===== src/rtl/piso4_tx_if.sv =====
// Load channel of the serializer: parallel word plus valid/ready handshake.
// A word is taken on any rising edge where LD_VALID and LD_READY are both high.
interface piso4_tx_if #(
    parameter int W = 4
);
    logic [W-1:0] D;
    logic         LD_VALID;
    logic         LD_READY;

    modport master (
        output D,
        output LD_VALID,
        input  LD_READY
    );

    modport slave (
        input  D,
        input  LD_VALID,
        output LD_READY
    );
endinterface


===== src/rtl/piso4_tx.sv =====
// Parallel-in serial-out transmitter, MSB first, advancing one bit per (TICK & CE).
// TICK comes from a free-running divider and is exported for a paired receiver.
//
//   state   | meaning
//   --------+--------------------------------------------------------------
//   S_IDLE  | ready for a load, SLO held low
//   S_SHIFT | frame in progress, SLO = sreg MSB, advances on TICK & CE
//   S_DONE  | one-cycle completion pulse, always returns to S_IDLE
module piso4_tx #(
    parameter int W        = 4,
    parameter int TICK_DIV = 33554432
) (
    input  logic          CLK,
    input  logic          R_N,
    input  logic          CE,
    piso4_tx_if.slave     ld,
    output logic          SLO,
    output logic          TICK,
    output logic          BUSY,
    output logic          DONE
);
    localparam int CW = (TICK_DIV > 1) ? $clog2(TICK_DIV) : 1;
    localparam int BW = $clog2(W + 1);
    localparam logic [CW-1:0] DIV_LAST = CW'(TICK_DIV - 1);
    localparam logic [BW-1:0] BIT_FULL = BW'(W);
    localparam logic [BW-1:0] BIT_LAST = BW'(1);

    typedef enum logic [1:0] {
        S_IDLE,
        S_SHIFT,
        S_DONE
    } state_t;

    state_t        state;
    logic [CW-1:0] div_cnt;
    logic          tick_q;
    logic [W-1:0]  sreg;
    logic [BW-1:0] bitcnt;
    logic          slo_q;
    logic          busy_q;
    logic          done_q;
    logic          ld_ready_q;
    logic          advance;

    // Divider free-runs: never gated by CE, state or loads.
    always_ff @(posedge CLK or negedge R_N) begin
        if (!R_N) begin
            div_cnt <= '0;
            tick_q  <= 1'b0;
        end else begin
            tick_q  <= (div_cnt == DIV_LAST);
            div_cnt <= (div_cnt == DIV_LAST) ? '0 : div_cnt + 1'b1;
        end
    end

    assign advance = tick_q & CE;

    always_ff @(posedge CLK or negedge R_N) begin
        if (!R_N) begin
            state      <= S_IDLE;
            sreg       <= '0;
            bitcnt     <= '0;
            slo_q      <= 1'b0;
            busy_q     <= 1'b0;
            done_q     <= 1'b0;
            ld_ready_q <= 1'b0;
        end else begin
            done_q <= 1'b0;
            unique case (state)
                S_IDLE: begin
                    busy_q     <= 1'b0;
                    slo_q      <= 1'b0;
                    ld_ready_q <= 1'b1;
                    // A tick coinciding with the load is deliberately not applied to the new frame.
                    if (ld.LD_VALID && ld_ready_q) begin
                        sreg       <= ld.D;
                        bitcnt     <= BIT_FULL;
                        state      <= S_SHIFT;
                        slo_q      <= ld.D[W-1];
                        busy_q     <= 1'b1;
                        ld_ready_q <= 1'b0;
                    end
                end
                S_SHIFT: begin
                    if (advance) begin
                        sreg   <= {sreg[W-2:0], 1'b0};
                        bitcnt <= bitcnt - 1'b1;
                        if (bitcnt == BIT_LAST) begin
                            state  <= S_DONE;
                            done_q <= 1'b1;
                            slo_q  <= 1'b0;
                        end else begin
                            slo_q <= sreg[W-2];
                        end
                    end
                end
                S_DONE: begin
                    state      <= S_IDLE;
                    busy_q     <= 1'b0;
                    ld_ready_q <= 1'b1;
                    slo_q      <= 1'b0;
                end
                default: begin
                    state <= S_IDLE;
                end
            endcase
        end
    end

    assign SLO         = slo_q;
    assign TICK        = tick_q;
    assign BUSY        = busy_q;
    assign DONE        = done_q;
    assign ld.LD_READY = ld_ready_q;
endmodule


===== src/flat_wrapper.sv =====
// flat-port wrapper written by rule: the top's interface ports become plain ports
module piso4_tx_flat 
#(
    parameter int W        = 4,
    parameter int TICK_DIV = 33554432
)
  (CLK, R_N, CE, SLO, TICK, BUSY, DONE, ld_D, ld_LD_VALID, ld_LD_READY);
  piso4_tx_if #(.W(W)) ld_i ();
  input  logic CLK;
  input  logic R_N;
  input  logic CE;
  output logic SLO;
  output logic TICK;
  output logic BUSY;
  output logic DONE;
  input wire logic [$bits(ld_i.D)-1:0] ld_D;
  input wire logic [$bits(ld_i.LD_VALID)-1:0] ld_LD_VALID;
  output wire logic [$bits(ld_i.LD_READY)-1:0] ld_LD_READY;
  assign ld_i.D = ld_D;
  assign ld_i.LD_VALID = ld_LD_VALID;
  assign ld_LD_READY = ld_i.LD_READY;
  piso4_tx #(.W(W), .TICK_DIV(TICK_DIV)) u_core (.CLK(CLK), .R_N(R_N), .CE(CE), .ld(ld_i), .SLO(SLO), .TICK(TICK), .BUSY(BUSY), .DONE(DONE));
endmodule

===== config.mk =====
export PLATFORM = sky130hd
export DESIGN_NAME = piso4_tx_flat
export DESIGN_NICKNAME = d
export VERILOG_FILES = /design/src/rtl/piso4_tx_if.sv /design/src/rtl/piso4_tx.sv /design/src/flat_wrapper.sv
export SDC_FILE = /design/constraint.sdc
export NUM_CORES = 1
export LEC_CHECK = 0
export BUFFER_PORTS_ARGS = -buffer_cell sky130_fd_sc_hd__buf_4
export CORE_ASPECT_RATIO = 1.4
export CORE_MARGIN = 3
export CORE_UTILIZATION = 30
export DETAILED_ROUTE_END_ITERATION = 7
export GPL_ROUTABILITY_DRIVEN = 0
export PLACE_DENSITY_LB_ADDON = 0.3
export SYNTH_ARGS = -nofsm -noshare
export SYNTH_HDL_FRONTEND = slang
export SYNTH_SLANG_ARGS = --single-unit
export TNS_END_PERCENT = 1

===== constraint.sdc =====
create_clock -name CLK -period 1.8 [get_ports CLK]
set_input_delay 0 -clock CLK [delete_from_list [all_inputs] [get_ports CLK]]
set_output_delay 0 -clock CLK [all_outputs]
set_load 0.03 [all_outputs]

==> qor.yml, run 1 <==
placed_design:
  hpwl_mm: 2.65
  io_buffer_count: 12
  place_inst: 285
  post-place-ws_ps: 66.3
floorplan:
  design.core.area_um2: 5950
  dieArea_um2: 7230
  die_x_um: 72.7
  rows: 33
  initial_core_util_pct: 31.5
  dieHeight_um: 99.4
  ioPinCount: 13
synth:
  syn_area_per_cell_um2: 10.2
  synth_cell_types: 34
  postSynthCellCount: 184
  ys_ff_latch: 38
  mappedNetlistArea_um2: 1870
  ys_top_cells_by_area: "dfrtp_1 51%, xnor2_1 5.2%, ha_1 4.7%"
  yosysTopAreaCell: "dfrtp_1"
  ys.warnings.count: 0
  yosysSeqAreaShare_pct: 50.8
  synth_top_area_share_pct: 50.8
  syn-num-nets: 199
sta:
  slew_headroom_pct: 67.7
  fin_worst_skew_ps: 6.14
  hold_viol: 0
  report.final.slew_viol_count: 0
  whs_ps: 7.48
  fin_crit_sh_pct: 96.6
  worst_pin_slew_ps: 485
  rsz0062_at_grt: "yes"
  fmax_mhz: 575
  period_needed_ps: 1740
  final.setup.worst_slack_ps: 61.8
  setup_viol: 0
critical_path:
  r2r_slack_ps: 60
  crit_arrival_ps: 1960
  critical-path-top-delay-family: "simple AND/OR/NAND/NOR gates"
  endpoint_kind: "register"
  crit_chain: "nand4_4, or4_4, or4_1, a21oi_1"
  cp_max_fo: 5
  r2r-start: "u_core.div_cnt[8]"
  criticalPathCategory: "reg -> reg"
  cp.depth: 4
  ff2ff_path_depth: 4
  cp.required_ps: 2020
  critPathLaunch: "u_core.div_cnt[8]"
  crit_buf_inv: 0
  crit_slowest_cell: "or4_4"
  cpPeakStageDelay_ps: 550
  critPathLaunchType: "register"
routing:
  routed-via-count: 1443
  drtIter0Drc: 50
  drc: 0
  drtAntennaViolNets: 0
  vias_per_cell: 4.88
  first_pass_iters: 4
  wire_per_inst_um: 12.4
  wl_mm: 3.67
clock_tree:
  cts_tree: "built"
  htree_levels: 2
  cts.clk_slew.worst_paths_ps: 80
  clock_tree.root_cell: "clkbuf_8"
  clkSinkCount: 38
  insertion_delay_ps: 290
  cts_buffers: 5
  clk_path_buf_depth: 2
worst_hold_path:
  min-delay-start: "ld_D[2]"
  min_path_cells: 3
  hp-class: "in -> reg"
run:
  cap_violations: 0
global_route:
  grt_pass1_vias: 1426
  grt_usage_pct: 11.2
  grt_pass1_wl_mm: 6.42
  grt_max_degree: 39
  antenna_found_initial: 0
  grt.overflow.total: 0
power:
  vdd_drop_max_mv: 0.351
  p_per_area_nw_per_um2: 998
  p_leak_nw: 1.08
  p_total_w: 0.00233
final_layout:
  diodes: 0
  layout.nets: 240
  final_core_util_pct: 39.2
  nFillCells: 618
  syn_to_final_growth_pct: 24.6
  stdcell_count: 296
  regArea_um2: 951
  multi_input_area_um2: 867
  layout-drive-gt1-share_pct: 21.2
status:
  status: "finished, final reports clean"
-- power by group --
group	switching, W	internal, W
logic	0.000375	0.000335
registers	0.0000570	0.000959
clock network	0.000290	0.000309
-- logic make-up (layout without fill, tap and decap cells) --
kind of cell	count (synthesis)	count (layout)	share of synthesized area (%)
compound gates	26	26	8.83
buf+inv	15	57	3.41
simple gates	78	78	22.8
mux	1	1	0.535
xor+xnor	19	19	8.90
flops	38	38	50.8
fa+ha+maj	7	7	4.68
-- stage by stage --
step	instance area, µm²	TNS, ps
2_1_floorplan	1880	0
3_5_place_dp	2200	0
3_3_place_gp	2200	0
4_1_cts	2320	0
6_report	2330	0
5_1_grt	2330	-14.2
-- layer usage --
| layer | part of all wire, % | track usage (%) |
|---|---|---|
| met4 | 0.95 | 3.84 |
| met1 | 44 | 13.4 |
| met2 | 51 | 19.2 |
| met3 | 3.4 | 3.13 |
| met5 | 0 | 0 |
-- placed cells by master (no fill, tap or decap), types with 7 or more instances in the layout --
cell and n:
buf_4 35, inv_1 11, nand3_1 12, xnor2_1 11
ha_1 7, xor2_1 8, nor2_1 19, nand2_1 9
nand4_1 7, a21oi_1 9, dfrtp_1 38
-- timing repair --
action / 4_1_cts / 5_1_grt
setup endpoints to repair: 0 / 13
hold buffers: 3 / 0
buffers inserted: 0 / 0
gates resized for setup: 0 / 2
hold endpoints to repair: 40 / 0
-- final timing paths --
kind | end
worst min register to register | u_core.div_cnt[14]
worst max-delay path | u_core.div_cnt[19]
max in group asynchronous | u_core.div_cnt[4]
worst max register to register | u_core.div_cnt[19]
worst min-delay path | u_core.sreg[2]
min in group asynchronous | u_core.SLO
-- cells in the mapped netlist --
library cell and n:
or4_1 2, nor4_1 4, o31ai_1 2, nand2_1 9
clkbuf_1 3, nand4_4 1, and3_1 6, o22ai_1 1
nor2b_1 2, nand4b_1 1, o221a_2 1, o41ai_1 1
or4_4 1, o22a_1 2, o21ai_0 6, and2_1 1
or3_1 1, nand3_1 12, nand4_1 7, o21ba_2 1
nor2_1 19, ha_1 7, a31oi_1 1, a21boi_0 2
and4_1 3, nand2b_1 2, inv_1 11, mux2i_1 1
nor3_1 7, xnor2_1 11, buf_6 1, dfrtp_1 38
xor2_1 8, a21oi_1 9
-- registers in the layout (all words and copies together) (netlist names) --
signal	cells
u_core.div_cnt	25
u_core.bitcnt	3
u_core.sreg	3
u_core.state	2
u_core.BUSY	1
u_core.DONE	1
u_core.SLO	1
u_core.TICK	1
u_core.ld.LD_READY	1
-- tightest hold or removal path, cell delays in order --
cell	delay [ps]
buf_4	80
mux2i_1	50
a21oi_1	130
-- area by class of cell --
cell class	instances	share of cell area [%]
sequential	38	40.8
multi-input combinational	131	37.2
timing repair buffer	38	12.6
tap	70	3.76
clock buffer	7	3.70
inverter	11	1.77
clock inverter	1	0.215
Note: power is estimated with default switching activity, not from simulation.
==> run 2: changes to the inputs <==
--- a/config.mk
+++ b/config.mk
@@ -12,6 +12,7 @@
 export DETAILED_ROUTE_END_ITERATION = 7
 export GPL_ROUTABILITY_DRIVEN = 0
 export PLACE_DENSITY_LB_ADDON = 0.3
+export RECOVER_POWER = 25
 export SYNTH_ARGS = -nofsm -noshare
 export SYNTH_HDL_FRONTEND = slang
 export SYNTH_SLANG_ARGS = --single-unit
==> qor.yml, run 2 (synthesis results as in run 1) <==
sta:
  setup_viol: 0
  fin_worst_skew_ps: 6.14
  hold_viol: 0
  fmax_mhz: 575
  report.final.slew_viol_count: 0
  rsz0062_at_grt: "yes"
  fin_crit_sh_pct: 96.6
  worst_pin_slew_ps: 938
  slew_headroom_pct: 37.5
  period_needed_ps: 1740
worst_hold_path:
  hp-class: "in -> reg"
clock_tree:
  htree_levels: 2
  clock_tree.root_cell: "clkbuf_8"
  insertion_delay_ps: 290
  clk_path_buf_depth: 2
  cts_buffers: 5
  cts_tree: "built"
  cts.clk_slew.worst_paths_ps: 80
  clkSinkCount: 38
  cts_setup_buffers: 0
floorplan:
  rows: 33
  dieArea_um2: 7230
  design.core.area_um2: 5950
  die_x_um: 72.7
  ioPinCount: 13
  dieHeight_um: 99.4
  initial_core_util_pct: 31.5
critical_path:
  cp_max_fo: 5
  endpoint_kind: "register"
  critPathLaunchType: "register"
  r2r_slack_ps: 60
  criticalPathCategory: "reg -> reg"
  cp.required_ps: 2020
  crit_arrival_ps: 1960
final_layout:
  stdcell_count: 296
  final_area_um2: 2330
  largest-register: "u_core.div_cnt"
  final_common_cell: "dfrtp_1"
  diodes: 0
  largestRegisters: "u_core.div_cnt (25), u_core.bitcnt (3), u_core.sreg (3)"
  final_cell_mix: "38 x dfrtp_1, 34 x buf_4, 19 x nor2_1"
  final_core_util_pct: 39.2
  layout-drive-gt1-share_pct: 21.2
  layout.nets: 240
  syn_to_final_growth_pct: 24.5
  largest_reg_flops: 25
power:
  vdd_drop_max_mv: 0.351
  p_per_area_nw_per_um2: 999
  p_leak_nw: 1.08
  p_total_w: 0.00233
global_route:
  grt.overflow.total: 0
  grt_usage_pct: 11.2
  grt_pass1_vias: 1426
  grt_pass1_wl_mm: 6.42
  grt_max_degree: 39
  antenna_found_initial: 0
run:
  cap_violations: 0
placed_design:
  placed_area_um2: 2200
  hpwl_mm: 2.65
  io_buffer_count: 12
  place_inst: 285
routing:
  drtAntennaViolNets: 0
  wire_per_inst_um: 12.4
  first_pass_iters: 4
  drtIter0Drc: 50
  vias_per_cell: 4.88
  routed-via-count: 1443
  wl_mm: 3.67
  drc: 0
status:
  status: "finished, final reports clean"
[run 2: changes by cell type in the layout (fill, tap and decap cells not counted)]
| cell | previous run | this run |
|---|---|---|
| buf_4 | 35 | 34 |
| clkbuf_2 | 0 | 1 |
[run 2: final timing paths]
kind                                    start  cells past startpoint            endpoint
min reg2reg                u_core.div_cnt[14]                      1  u_core.div_cnt[14]
max                         u_core.div_cnt[8]                      4  u_core.div_cnt[19]
max reg2reg                 u_core.div_cnt[8]                      4  u_core.div_cnt[19]
min in group asynchronous                 R_N                      2          u_core.SLO
max in group asynchronous                 R_N                      2   u_core.div_cnt[4]
min                                   ld_D[2]                      3      u_core.sreg[2]
[run 2: critical path: stages, from the launching register on]
cell	delay, ps
dfrtp_1	390
nand4_4	110
or4_4	550
or4_1	480
a21oi_1	140
[run 2: cell type report]
cell class,count,area [µm²]
well taps,70,87.6
fillers,619,3620
clock inverters,1,5.00
clock buffers,7,86.3
flip-flops and latches,38,951
inverters,11,41.3
repair buffers,38,290
multi-input cells,131,867
[run 2: where the power goes]
part           leakage [nW]  internal [W]  switching (W)  total [W]
sequential            0.496      0.000959      0.0000570    0.00102
clock                0.0482      0.000309       0.000290   0.000599
combinational         0.535      0.000335       0.000375   0.000710
total                  1.08       0.00160       0.000722    0.00233
[run 2: per-layer routing]
layer | global-route usage (%) | vias to the layer above | routed length, µm
met5 | 0 | - | 0
met4 | 3.84 | 0 | 35
met3 | 3.13 | 4 | 125
met2 | 19.2 | 18 | 1880
met1 | 13.4 | 691 | 1630
li1 | - | 730 | -
[run 2: metrics by stage]
| step | setup WS [ps] | setup TNS, ps | hold slack, ps |
|---|---|---|---|
| 4_1_cts | 43.7 | 0 | 2.02 |
| 2_1_floorplan | 18.5 | 0 | -296 |
| 3_3_place_gp | 84.7 | 0 | 2.37 |
| 3_5_place_dp | 66.3 | 0 | 3.82 |
| 6_report | 61.8 | 0 | 7.48 |
| 5_1_grt | -14.2 | -14.2 | 31.3 |
[run 2: what timing repair did]
action | CTS | global route
hold endpoints to repair | 40 | 0
hold buffers | 3 | 0
resized for setup | 0 | 2
setup endpoints to repair | 0 | 13
==> run 3: changes to the inputs <==
--- a/config.mk
+++ b/config.mk
@@ -13,6 +13,7 @@
 export GPL_ROUTABILITY_DRIVEN = 0
 export PLACE_DENSITY_LB_ADDON = 0.3
 export RECOVER_POWER = 25
+export SETUP_SLACK_MARGIN = 0.1
 export SYNTH_ARGS = -nofsm -noshare
 export SYNTH_HDL_FRONTEND = slang
 export SYNTH_SLANG_ARGS = --single-unit
==> qor.yml, run 3 (synthesis results as in run 1) <==
status:
  status: "finished, final reports clean"
floorplan:
  dieArea_um2: 7230
  design.core.area_um2: 5950
  dieHeight_um: 99.4
  ioPinCount: 13
  rows: 33
  die_x_um: 72.7
  initial_core_util_pct: 31.5
power:
  power_frac_clock_pct: 26.4
  swShare_pct: 31.4
  p_total_w: 0.00232
  power.internal_w: 0.00159
  p_seq_share_pct: 43.7
  p_sw_w: 0.000731
  vdd_drop_max_mv: 0.339
  p_per_area_nw_per_um2: 993
  p_leak_nw: 1.09
  pwr-share-comb_pct: 29.9
critical_path:
  endpoint_kind: "register"
  r2r-start: "u_core.div_cnt[11]"
  critPathLaunchType: "register"
  crit_buf_inv: 0
  worstSetupEndpoint: "u_core.div_cnt[19]"
  ff2ff_path_depth: 4
  criticalPathCategory: "reg -> reg"
  crit-reg2reg-capture: "u_core.div_cnt[19]"
  crit_chain: "nand4_4, or4_4, or4_1, a21oi_1"
  r2r_slack_ps: 80
  cp.required_ps: 2020
  cp_max_fo: 4
  crit_slowest_cell: "or4_4"
  crit_arrival_ps: 1950
  critPathLaunch: "u_core.div_cnt[11]"
  cpPeakStageDelay_ps: 540
  cp.depth: 4
  critical-path-top-delay-family: "simple AND/OR/NAND/NOR gates"
placed_design:
  io_buffer_count: 12
  placed_area_um2: 2200
  hpwl_mm: 2.70
global_route:
  grt.busiest_layer: "met2"
  grtUsageMet3_pct: 3.74
  grt_max_degree: 39
  grt_pass1_vias: 1358
  grt_pass1_wl_mm: 6.03
  use_met2_pct: 18.7
  grt_util_met1_pct: 12.1
  antenna_found_initial: 0
  grt_usage_pct: 10.8
  grt.overflow.total: 0
final_layout:
  largest_reg_flops: 25
  regArea_um2: 951
  diodes: 0
  largestRegisters: "u_core.div_cnt (25), u_core.bitcnt (3), u_core.sreg (3)"
  nFillCells: 601
  largest-register: "u_core.div_cnt"
  final_common_cell: "dfrtp_1"
  final_cell_mix: "38 x dfrtp_1, 35 x buf_4, 19 x nor2_1"
  syn_to_final_growth_pct: 25.2
  layout-drive-gt1-share_pct: 22.0
  multi_input_area_um2: 872
  final_area_um2: 2340
  layout.nets: 241
sta:
  fmax_mhz: 581
  slew_headroom_pct: 36.8
  worst_pin_slew_ps: 949
  fin_worst_skew_ps: 8.59
  report.final.slew_viol_count: 0
  rsz0062_at_grt: "yes"
  whs_ps: 12.5
  setup_viol: 0
  fin_tns_setup_ps: 0
  hold_viol: 0
  period_needed_ps: 1720
  fin_crit_sh_pct: 95.6
routing:
  drtAntennaViolNets: 0
  drc: 0
  wire_per_inst_um: 12.7
  first_pass_iters: 4
  routed-via-count: 1444
  vias_per_cell: 4.86
  wl_mm: 3.77
  drtIter0Drc: 43
clock_tree:
  clk_path_buf_depth: 2
  clkSinkCount: 38
  cts.clk_slew.worst_paths_ps: 80
  insertion_delay_ps: 290
  clock_tree.root_cell: "clkbuf_8"
  cts_tree: "built"
  cts_buffers: 5
  htree_levels: 2
run:
  cap_violations: 0
worst_hold_path:
  hp-class: "in -> reg"
[run 3: changes by cell type in the layout (fill, tap and decap cells not counted), sizes merged]
cell,change
buf,+1
[run 3: worst min path at each step]
stage	start	end	slack [ps]	cells past startpoint
2_1_floorplan	R_N	u_core.BUSY	-300	0
3_3_place_gp	R_N	u_core.ld.LD_READY	4	1
3_5_place_dp	R_N	u_core.ld.LD_READY	6	1
4_1_cts	ld_LD_VALID	u_core.BUSY	7	3
5_1_grt	ld_D[2]	u_core.sreg[2]	30	3
6_report	ld_D[2]	u_core.sreg[2]	10	3
[run 3: power by group through the flow]
stage	Clock (W)	Sequential, W	Combinational, W
6_report	0.000614	0.00102	0.000696
5_1_grt	0.000665	0.00102	0.000780
4_1_cts	0.000633	0.00102	0.000708
3_5_place_dp	0	0.00103	0.000701
3_3_place_gp	0	0.00103	0.000695
2_1_floorplan	0	0.00109	0.000363
[run 3: stage by stage]
stage          cells  setup slack [ps]  utilization, %
6_report         297              79.3            39.4
5_1_grt          297              27.9            39.4
4_1_cts          297              68.2            39.2
3_5_place_dp     285              80.7            37.1
3_3_place_gp     285              75.3            37.1
2_1_floorplan    184              36.1               -
[run 3: timing repair]
action	CTS	global route
pin swaps	0	1
resized for setup	0	4
endpoints found under the hold margin	40	0
endpoints found under the setup margin	3	21
buffers inserted	1	0
hold buffers	3	0
[run 3: metal layers]
| layer | part of all wire, % | wire (µm) |
|---|---|---|
| met1 | 44 | 1670 |
| met2 | 49 | 1850 |
| met3 | 5.1 | 191 |
| met4 | 1.3 | 48 |
| met5 | 0 | 0 |
[run 3: worst reg2reg max path, stage by stage (launching register included)]
cell	delay [ps]
dfrtp_1	390
nand4_4	110
or4_4	540
or4_1	480
a21oi_1	130
[run 3: layout make-up]
cell class / count / area share, %
well taps: 70 / 3.74
inverters: 11 / 1.76
clock buffers: 7 / 3.69
repair buffers: 39 / 12.7
flip-flops and latches: 38 / 40.6
clock inverters: 1 / 0.214
multi-input cells: 131 / 37.3
